### src/rtl/shift_reg_universal.sv
// Universal shift register: hold, shift right, shift left or parallel load on one WIDTH-bit register.
// Latency: register updates on the clk edge after the command; qout/qb/pout are read from registers.
// Backpressure: none. en=0 or mode=00 freezes all state and suppresses word_done.
//
// Ports:
//   clk       rising-edge clock
//   rst       synchronous active-low reset
//   en        operation enable
//   mode      00 hold, 01 shift right, 10 shift left, 11 parallel load
//   d         serial data in
//   pdata     parallel load data
//   qout      serial data out, taken from the end selected by the last shift direction
//   qb        ~qout
//   pout      register contents
//   bit_cnt   shifts completed in the current word, 0..WIDTH-1
//   word_done one-cycle pulse after every WIDTH-th shift
//
// WIDTH must be at least 2.
module shift_reg_universal #(
  parameter int                 WIDTH     = 8,
  parameter logic [WIDTH-1:0]   RESET_VAL = {WIDTH{1'b0}},
  localparam int                CW        = $clog2(WIDTH)
) (
  input  logic             clk,
  input  logic             rst,
  input  logic             en,
  input  logic [1:0]       mode,
  input  logic             d,
  input  logic [WIDTH-1:0] pdata,
  output logic             qout,
  output logic             qb,
  output logic [WIDTH-1:0] pout,
  output logic [CW-1:0]    bit_cnt,
  output logic             word_done
);

  logic [WIDTH-1:0] sreg;
  // 0 = last shift was right (qout = sreg[0]), 1 = last shift was left (qout = sreg[WIDTH-1]).
  logic             dir;

  // The shift that takes bit_cnt from WIDTH-1 back to 0 completes a word.
  logic             cnt_wrap;
  logic [CW-1:0]    cnt_next;

  assign cnt_wrap = (bit_cnt == CW'(WIDTH - 1));
  assign cnt_next = cnt_wrap ? '0 : bit_cnt + CW'(1);

  always_ff @(posedge clk) begin
    if (!rst) begin
      sreg      <= RESET_VAL;
      dir       <= 1'b0;
      bit_cnt   <= '0;
      word_done <= 1'b0;
    end else begin
      word_done <= 1'b0;
      if (en) begin
        case (mode)
          2'b01: begin
            sreg      <= {d, sreg[WIDTH-1:1]};
            dir       <= 1'b0;
            bit_cnt   <= cnt_next;
            word_done <= cnt_wrap;
          end
          2'b10: begin
            sreg      <= {sreg[WIDTH-2:0], d};
            dir       <= 1'b1;
            bit_cnt   <= cnt_next;
            word_done <= cnt_wrap;
          end
          2'b11: begin
            // A load starts a fresh word; direction is kept so the
            // next bit presented comes from the same end as before.
            sreg    <= pdata;
            bit_cnt <= '0;
          end
          default: begin
            // Hold, including unknown mode values.
          end
        endcase
      end
    end
  end

  assign pout = sreg;
  assign qout = dir ? sreg[WIDTH-1] : sreg[0];
  assign qb   = ~qout;

endmodule
### config.mk
export PLATFORM = sky130hd
export DESIGN_NAME = shift_reg_universal
export DESIGN_NICKNAME = d
export VERILOG_FILES = /design/src/rtl/shift_reg_universal.sv
export SDC_FILE = /design/constraint.sdc
export NUM_CORES = 1
export LEC_CHECK = 0
export ABC_AREA = 0
export CAP_MARGIN = 30
export CORE_MARGIN = 2
export CORE_UTILIZATION = 40
export CTS_CLUSTER_DIAMETER = 30
export DETAILED_ROUTE_END_ITERATION = 7
export PLACE_DENSITY_LB_ADDON = 0.05
export REMOVE_ABC_BUFFERS = 1
export SYNTH_ARGS = -nofsm -noshare
export SYNTH_HDL_FRONTEND = slang
export SYNTH_SLANG_ARGS = --single-unit
### constraint.sdc
create_clock -name clk -period 1.5 [get_ports clk]
set_input_delay 0.3 -clock clk [delete_from_list [all_inputs] [get_ports clk]]
set_output_delay 0.3 -clock clk [all_outputs]
set_load 0.005 [all_outputs]
-- After elaboration in Yosys (flattened, before gate mapping)
Cells that the tools add are included.
- add/sub/neg operators: 1
- equality and inequality tests: 4
- muxes and demuxes: 5
- bitwise logic cells: 1
- reduce and logical (&&, ||, !) cells: 8
- operators by type and width (kind ; count):
    $pmux 8 s3 ; 1
    $pmux 3 s2 ; 1
    $reduce_and 2->1 ; 3
    $eq 2x2->1 const B ; 2
    $reduce_bool 2->1 ; 2
    $add 3x1->3 const B ; 1
    $eq 3x3->1 const B ; 1
    $mux 3 ; 1
    $reduce_and 3->1 ; 1
    $reduce_bool 3->1 ; 1
    $eq 2x1->1 const B ; 1
    $pmux 1 s2 ; 1
    $reduce_or 2->1 ; 1
    $mux 1 ; 1
    $not 1->1 ; 1
- bits in registers: 13
- input port bits: 14
- output and inout port bits: 14
- logic and storage cells: 23

-- Depth between registers and ports, before layout
Gate-level depths: netlist (run 1).
- depth in word-level cells: 4
- gate-level depth with buffers: 6
- depth with buffers taken out: 5

-- Worst setup path before layout (run 1)
OpenSTA, ideal clock, no wires.
- path kind: input to register
- from: input port mode[0]
- to: register sreg[7] (netlist: pout[7])
- setup time: 123 ps
- arrival time: 1099 ps
- required time: 1377 ps
- setup slack: 279 ps
- stages on the path: 6
- path buffers: 1
- path through: inv_1 -> ha_1 -> buf_6 -> o21a_4 -> a21oi_1 -> a21oi_1
- cells in the longest elaborated chain, start to end: 3
- elaborated cells on any way between the ends: 6
- those cells by class: eq/ne (3); mux (1); reduce/logical (2)
- RTL lines (item ; line ; text):
    start: declaration ; 27 ; input logic [1:0] mode,
    $eq 2x2->1 or $eq 2x1->1 (tied branches) ; 57 ; case (mode)
    $reduce_bool 3->1 (no line) ; -- ;
    $reduce_and 2->1 (no line) ; -- ;
    end signal: assignment ; 59 ; sreg <= {d, sreg[WIDTH-1:1]};
    end signal: assignment ; 65 ; sreg <= {sreg[WIDTH-2:0], d};
    end signal: assignment ; 73 ; sreg <= pdata;
    end: declaration ; 37 ; logic [WIDTH-1:0] sreg;
Parallel ways exist; a longest one is shown, timed or not.
A chain may end at the register's enable or synchronous reset.

-- Final worst setup path (run 1)
- from: register sreg[0] (netlist: pout[0])
- to: output port pout[0]
- RTL lines (item ; line ; text):
    end: declaration ; 32 ; output logic [WIDTH-1:0] pout,
No word-level cell between the ends.

==> results of run 1 <==
[per-layer routing]
layer | global-route usage, % | part of all wire, % | wire length [um] | vias up
li1 | - | - | - | 379
met1 | 22.5 | 43 | 825 | 377
met2 | 33.0 | 50 | 968 | 23
met3 | 3.46 | 4.6 | 90 | 7
met4 | 11.7 | 2.8 | 55 | 0
met5 | 0 | 0 | 0 | -
[cell usage after synthesis, drive strengths merged]
master | instances | area, um2
mux2i | 1 | 10.0
nand2b | 1 | 6.26
a22oi | 1 | 7.51
a21oi | 21 | 105
dfxtp | 13 | 260
and2b | 1 | 8.76
nor3b | 6 | 50.1
nand3b | 2 | 15.0
o21a | 1 | 15.0
a221oi | 1 | 15.0
nand3 | 2 | 10.0
inv | 3 | 11.3
buf | 6 | 53.8
a21boi | 4 | 30.0
ha | 6 | 75.1
nor2 | 3 | 11.3
nand2 | 7 | 26.3
o21ai | 8 | 40.0
[placed cells by master (no fill, tap or decap), drive strengths merged]
| cell type | n |
|---|---|
| dlygate4sd2 | 2 |
| o21ai | 8 |
| nand3 | 2 |
| a22oi | 1 |
| dlymetal6s2s | 2 |
| a21boi | 4 |
| inv | 3 |
| clkdlybuf4s50 | 23 |
| dfxtp | 13 |
| mux2i | 1 |
| a221oi | 1 |
| a21oi | 21 |
| nand2 | 7 |
| clkbuf | 4 |
| nor2 | 3 |
| nor3b | 6 |
| nand3b | 2 |
| ha | 6 |
| and2b | 2 |
| o21a | 1 |
| buf | 8 |
| nand2b | 1 |
[worst min-delay path: stages, from the launching register on]
cell and delay [ns]:
dfxtp_2 0.34, nand2_1 0.05, a21boi_1 0.05
[kinds of logic (layout without fill, tap and decap cells)]
group | count (synthesis) | count (layout) | synth area share, %
DFF | 13 | 13 | 34.7
adders and majority gates | 6 | 6 | 10.0
and+or+nand+nor | 22 | 23 | 17.0
buffers and inverters | 9 | 42 | 8.67
AOI/OAI and AO/OA | 36 | 36 | 28.3
muxes | 1 | 1 | 1.33
[worst paths after layout]
check	depth (start not counted)	from	end	slack, ns
max	1	pout[0]	pout[0]	0.04
min	2	bit_cnt[1]	bit_cnt[1]	0.47
min reg2reg	2	bit_cnt[1]	bit_cnt[1]	0.47
max reg2reg	5	bit_cnt[0]	bit_cnt[0]	0.33
[what timing repair did]
item                                    4_1_cts  5_1_grt
buffers inserted                              0        0
cloned                                        0        1
resized for setup                             6       16
endpoints found under the setup margin        5       20
[power groups by stage]
stage | Combinational, mW | Sequential (mW) | Clock [mW]
after floorplan | 0.0805 | 0.391 | 0
after global placement | 0.199 | 0.392 | 0
after detailed placement | 0.203 | 0.393 | 0
after CTS | 0.201 | 0.387 | 0.230
after global routing | 0.228 | 0.392 | 0.250
final | 0.208 | 0.389 | 0.224
[per-stage QoR]
stage	util, %	hold WS [ns]	instances	area [um2]	TNS, ns
after global placement	60.6	0.467	141	1060	-2.32
after detailed placement	60.6	0.470	141	1060	-2.87
after CTS	62.3	0.483	145	1090	0
after floorplan	-	0.421	81	697	0
after global routing	64.4	0.495	146	1120	0
final	64.4	0.465	146	1120	0
[sequential cells by signal, summed over array words and instances, names as in the netlist]
signal and flops:
bit_cnt 3, dir 1, pout 8, word_done 1
[cell type report]
type / instances / area [um2]
fillers: 163 / 621
repair buffers: 35 / 333
clock buffers: 4 / 26.3
flip-flops and latches: 13 / 278
inverters: 3 / 11.3
well taps: 25 / 31.3
multi-input cells: 66 / 445
==> results.md, run 1 <==
- Status: finished, final reports clean
- Worst Setup Slack, final: 0.0438 ns
- Core area: 0.00175 mm2
- CP arrival: 1.16 ns
- Htree depth: 1
- Routed via count: 786
- Yosys warning count: 0
- Via/cell ratio: 5.38
- Row count: 15
- Internal: 0.595 mW
- Relative slew slack: 73.8%
- Crit-path max FO: 4
- Startpoint type of the worst setup path: flip-flop
- GPL Wtd Cong: 0.747
- P&R area growth vs syn: 49.8%
- Top delay family on crit path: buffers and inverters
- Crit-path cells: clkdlybuf4s50_1
- Root Buffer: clkbuf_4
- Worst IR drop on VDD: 0.508 mV
- CTS tree: built
- Die area: 0.00224 mm2
- Share of layout cells above drive strength 1: 25.6%
- Setup-failing EPs final: 0
- Fmax achieved: 687 MHz
- Post-layout minimum cycle time: 1.46 ns
- Period utilisation layout: 97.1%
- Grt ovf: 0
- TritonRoute pass-1 iters: 4
- Max Root-Sink Buffers: 2
- Worst clock skew: 0.00668 ns
- Slew Limit Fails: 0
- Final hold viol count: 0
- Die Height: 47.3 um
- CTS buffer count: 3
- Io pins: 28
- Cts hold-fix bufs: 0
- MaxCap Viol Count: 0
- Cells after Synth: 87
- Total power: 0.821 mW
- Sequential-to-total area share from yosys stat: 34.7%
- Net Sw Frac: 27.6%
- Flop pwr share: 47.3%
- Slowest-stage cell, CP: clkdlybuf4s50_1
- Drt drc: 0
- Dpl ws: -0.296 ns
- WP buf/inv: 1
- Lkg Pwr: 0.462 nW
- Seq cells post-synth: 13
- Unique masters post-synth: 22
- GRT Util Overall: 19.5%
- Critical path type: reg2out
- First-pass GRT wire length: 2990 um
- Clock power share: 27.3%
- Final layout net count: 142
- Antenna violations before repair: 0
- Register clock-pin slew on the reported worst setup and hold paths: 0.08 ns
- Starting Density: 43.0%
- P_sw: 0.226 mW
- Number of global-route vias before repair: 703
- Worst Setup End Kind: output pin
- Combinational power share: 25.3%
- DP Wirelength: 1380 um
- RSZ-0062 raised after global routing: false
- Pin count of the biggest net entering global routing: 14
- Worst skew pair latency: 0.28 ns
- Post-route ant nets: 0
- Pwr/cell area: 730 mW/mm2
- WP data required: 1.20 ns
- Die Wd: 47.3 um
- Synthesized area: 751 um2
- DRT Wirelength: 1940 um
- Antenna diodes: 0
- Port Buffers: 27
- Wirelength per Cell: 13.3 um
- Worst hold path type: reg2reg
- CTS sink cnt: 13
- Slowest stage delay, CP: 0.51 ns
- First DRT Iteration DRCs: 6
- Tightest Pin Transition: 0.391 ns
- Syn_area_per_cell: 8.63 um2
Power figures use the tool's default switching activity.
==> inputs of run 2 (changes only) <==
==> constraint.sdc (replaced) <==
create_clock -name clk -period 1.4 [get_ports clk]
set_input_delay 0.28 -clock clk [delete_from_list [all_inputs] [get_ports clk]]
set_output_delay 0.28 -clock clk [all_outputs]
set_load 0.005 [all_outputs]
==> run 2 against run 1 <==
Against the previous run: utilization up 4.9 points; via count down 0.51%; flip-flop and latch count unchanged; sequential share of layout area down 1.9 points; register-to-register slack worse by 0.20 ns; power up 9.0%; clock power up 8%; non-clock buffer count up 11; clock skew down 0.0042 ns.
==> results.md, run 2 (synthesis results as in run 1) <==
- Die area: 0.00224 mm2
- Worst Setup Slack, final: 0.0504 ns
- Crit-path cells: mux2i_1, clkdlybuf4s15_1
- Combinational power share: 27.4%
- R2R setup slack: 0.13 ns
- Slew Limit Fails: 0
- Pin count of the biggest net entering global routing: 14
- Lkg Pwr: 0.673 nW
- Worst setup path end: qb
- Fmax achieved: 741 MHz
- Clock power share: 27.1%
- Most frequent cells in the layout: a21oi_1, buf_4, dfxtp_2
- Reg2reg end: bit_cnt[0]
- Status: finished, final reports clean
- Period utilisation layout: 96.4%
- Io pins: 28
- WP data required: 1.12 ns
- MaxCap Viol Count: 0
- Root Buffer: clkbuf_4
- Slowest stage delay, CP: 0.34 ns
- Worst Setup End Kind: output pin
- Row count: 15
- Share of layout cells above drive strength 1: 30.5%
- Max reg flops: 8
- Internal: 0.651 mW
- Critical path startpoint: dir
- DR WL met2: 894 um
- Worst skew pair latency: 0.28 ns
- Fill cells: 155
- Die Height: 47.3 um
- Antenna diodes: 0
- CTS buffer count: 3
- Crit-path max FO: 2
- Dpl ws: -0.371 ns
- Total power: 0.895 mW
- CTS sink cnt: 13
- Routed via count: 782
- CTS tree: built
- Startpoint type of the worst setup path: flip-flop
- Storage cell area: 275 um2
- Total Negative Setup Slacks: 0 ns
- Max Root-Sink Buffers: 2
- Reg-to-Reg Start: bit_cnt[0]
- RSZ-0062 raised after global routing: false
- Flop pwr share: 45.6%
- Post-layout minimum cycle time: 1.35 ns
- WHS: 0.476 ns
- Worst clock skew: 0.00250 ns
- Drt drc: 0
- WL met1: 820 um
- DP Wirelength: 1310 um
- Footprint of the multi-input gates: 425 um2
- Top Metal Used: met4
- Port Buffers: 27
- Pwr/cell area: 740 mW/mm2
- P&R area growth vs syn: 61.2%
- Relative slew slack: 84.9%
- Register clock-pin slew on the reported worst setup and hold paths: 0.08 ns
- Tightest Pin Transition: 0.227 ns
- Setup-failing EPs final: 0
- Via/cell ratio: 5.01
- First DRT Iteration DRCs: 4
- Critical path type: reg2out
- Net Sw Frac: 27.3%
- Slowest-stage cell, CP: dfxtp_2
- Htree depth: 1
- Final hold viol count: 0
- Starting Density: 43.0%
- Worst hold path type: reg2reg
- Grt ovf: 0
- Final layout net count: 152
- Antenna violations before repair: 0
- Core area: 0.00175 mm2
- Worst reg-to-reg path cell count: 6
- Met3 wire length: 96 um
- Post-route ant nets: 0
- Commonest non-fill, non-tap cell in the layout: a21oi_1
- Die Wd: 47.3 um
- GPL Wtd Cong: 0.749
- GRT Util Overall: 19.1%
- Wirelength per Cell: 11.9 um
- Number of global-route vias before repair: 760
- P_sw: 0.244 mW
- First-pass GRT wire length: 3040 um
- Worst IR drop on VDD: 0.689 mV
- DRT Wirelength: 1850 um
- CP arrival: 1.07 ns
- TritonRoute pass-1 iters: 4
run 2: final cells by class:
| type | instances | share of cell area, % |
|---|---|---|
| Inverter | 3 | 0.931 |
| Tap cell | 25 | 2.59 |
| Clock buffer | 4 | 2.17 |
| Sequential cell | 13 | 22.8 |
| Timing Repair Buffer | 46 | 36.4 |
| Multi-Input combinational cell | 65 | 35.2 |
run 2: how the worst min path moves through the flow:
stage | startpoint | endpoint | cells after the start
finish | dir | dir | 2
CTS | dir | dir | 2
global placement | bit_cnt[2] | bit_cnt[2] | 2
floorplan | rst | word_done | 2
global route | dir | dir | 2
detailed placement | bit_cnt[1] | bit_cnt[1] | 2
run 2: metal layers:
layer / GRT usage [%] / up-vias
met5: 0 / -
met4: 7.78 / 0
met3: 4.23 / 6
met2: 32.7 / 20
met1: 22.9 / 359
li1: - / 397
run 2: what timing repair did:
action / 4_1_cts / 5_1_grt
gates resized for setup: 20 / 12
setup buffers: 10 / 0
hold buffers: 0 / 0
endpoints found under the setup margin: 24 / 12
pin swaps: 0 / 0
run 2: critical path: cells and delay by family, from the launching register on:
kind                   cells  cell delay, ns
flip-flops                 1            0.34
multiplexers               1            0.22
buffers and inverters      1            0.23
run 2: power groups by stage:
stage | Sequential (mW) | Combinational, mW | Clock [mW]
6_report | 0.408 | 0.245 | 0.242
3_5_place_dp | 0.421 | 0.223 | 0
2_1_floorplan | 0.419 | 0.0862 | 0
5_1_grt | 0.410 | 0.269 | 0.258
3_3_place_gp | 0.420 | 0.221 | 0
4_1_cts | 0.408 | 0.251 | 0.247
run 2: per-stage QoR:
step,cell area (um2),cells,util [%]
2_1_floorplan,697,81,-
4_1_cts,1190,156,68.1
6_report,1210,156,69.3
3_5_place_dp,1080,142,61.8
5_1_grt,1210,156,69.3
3_3_place_gp,1080,142,61.8
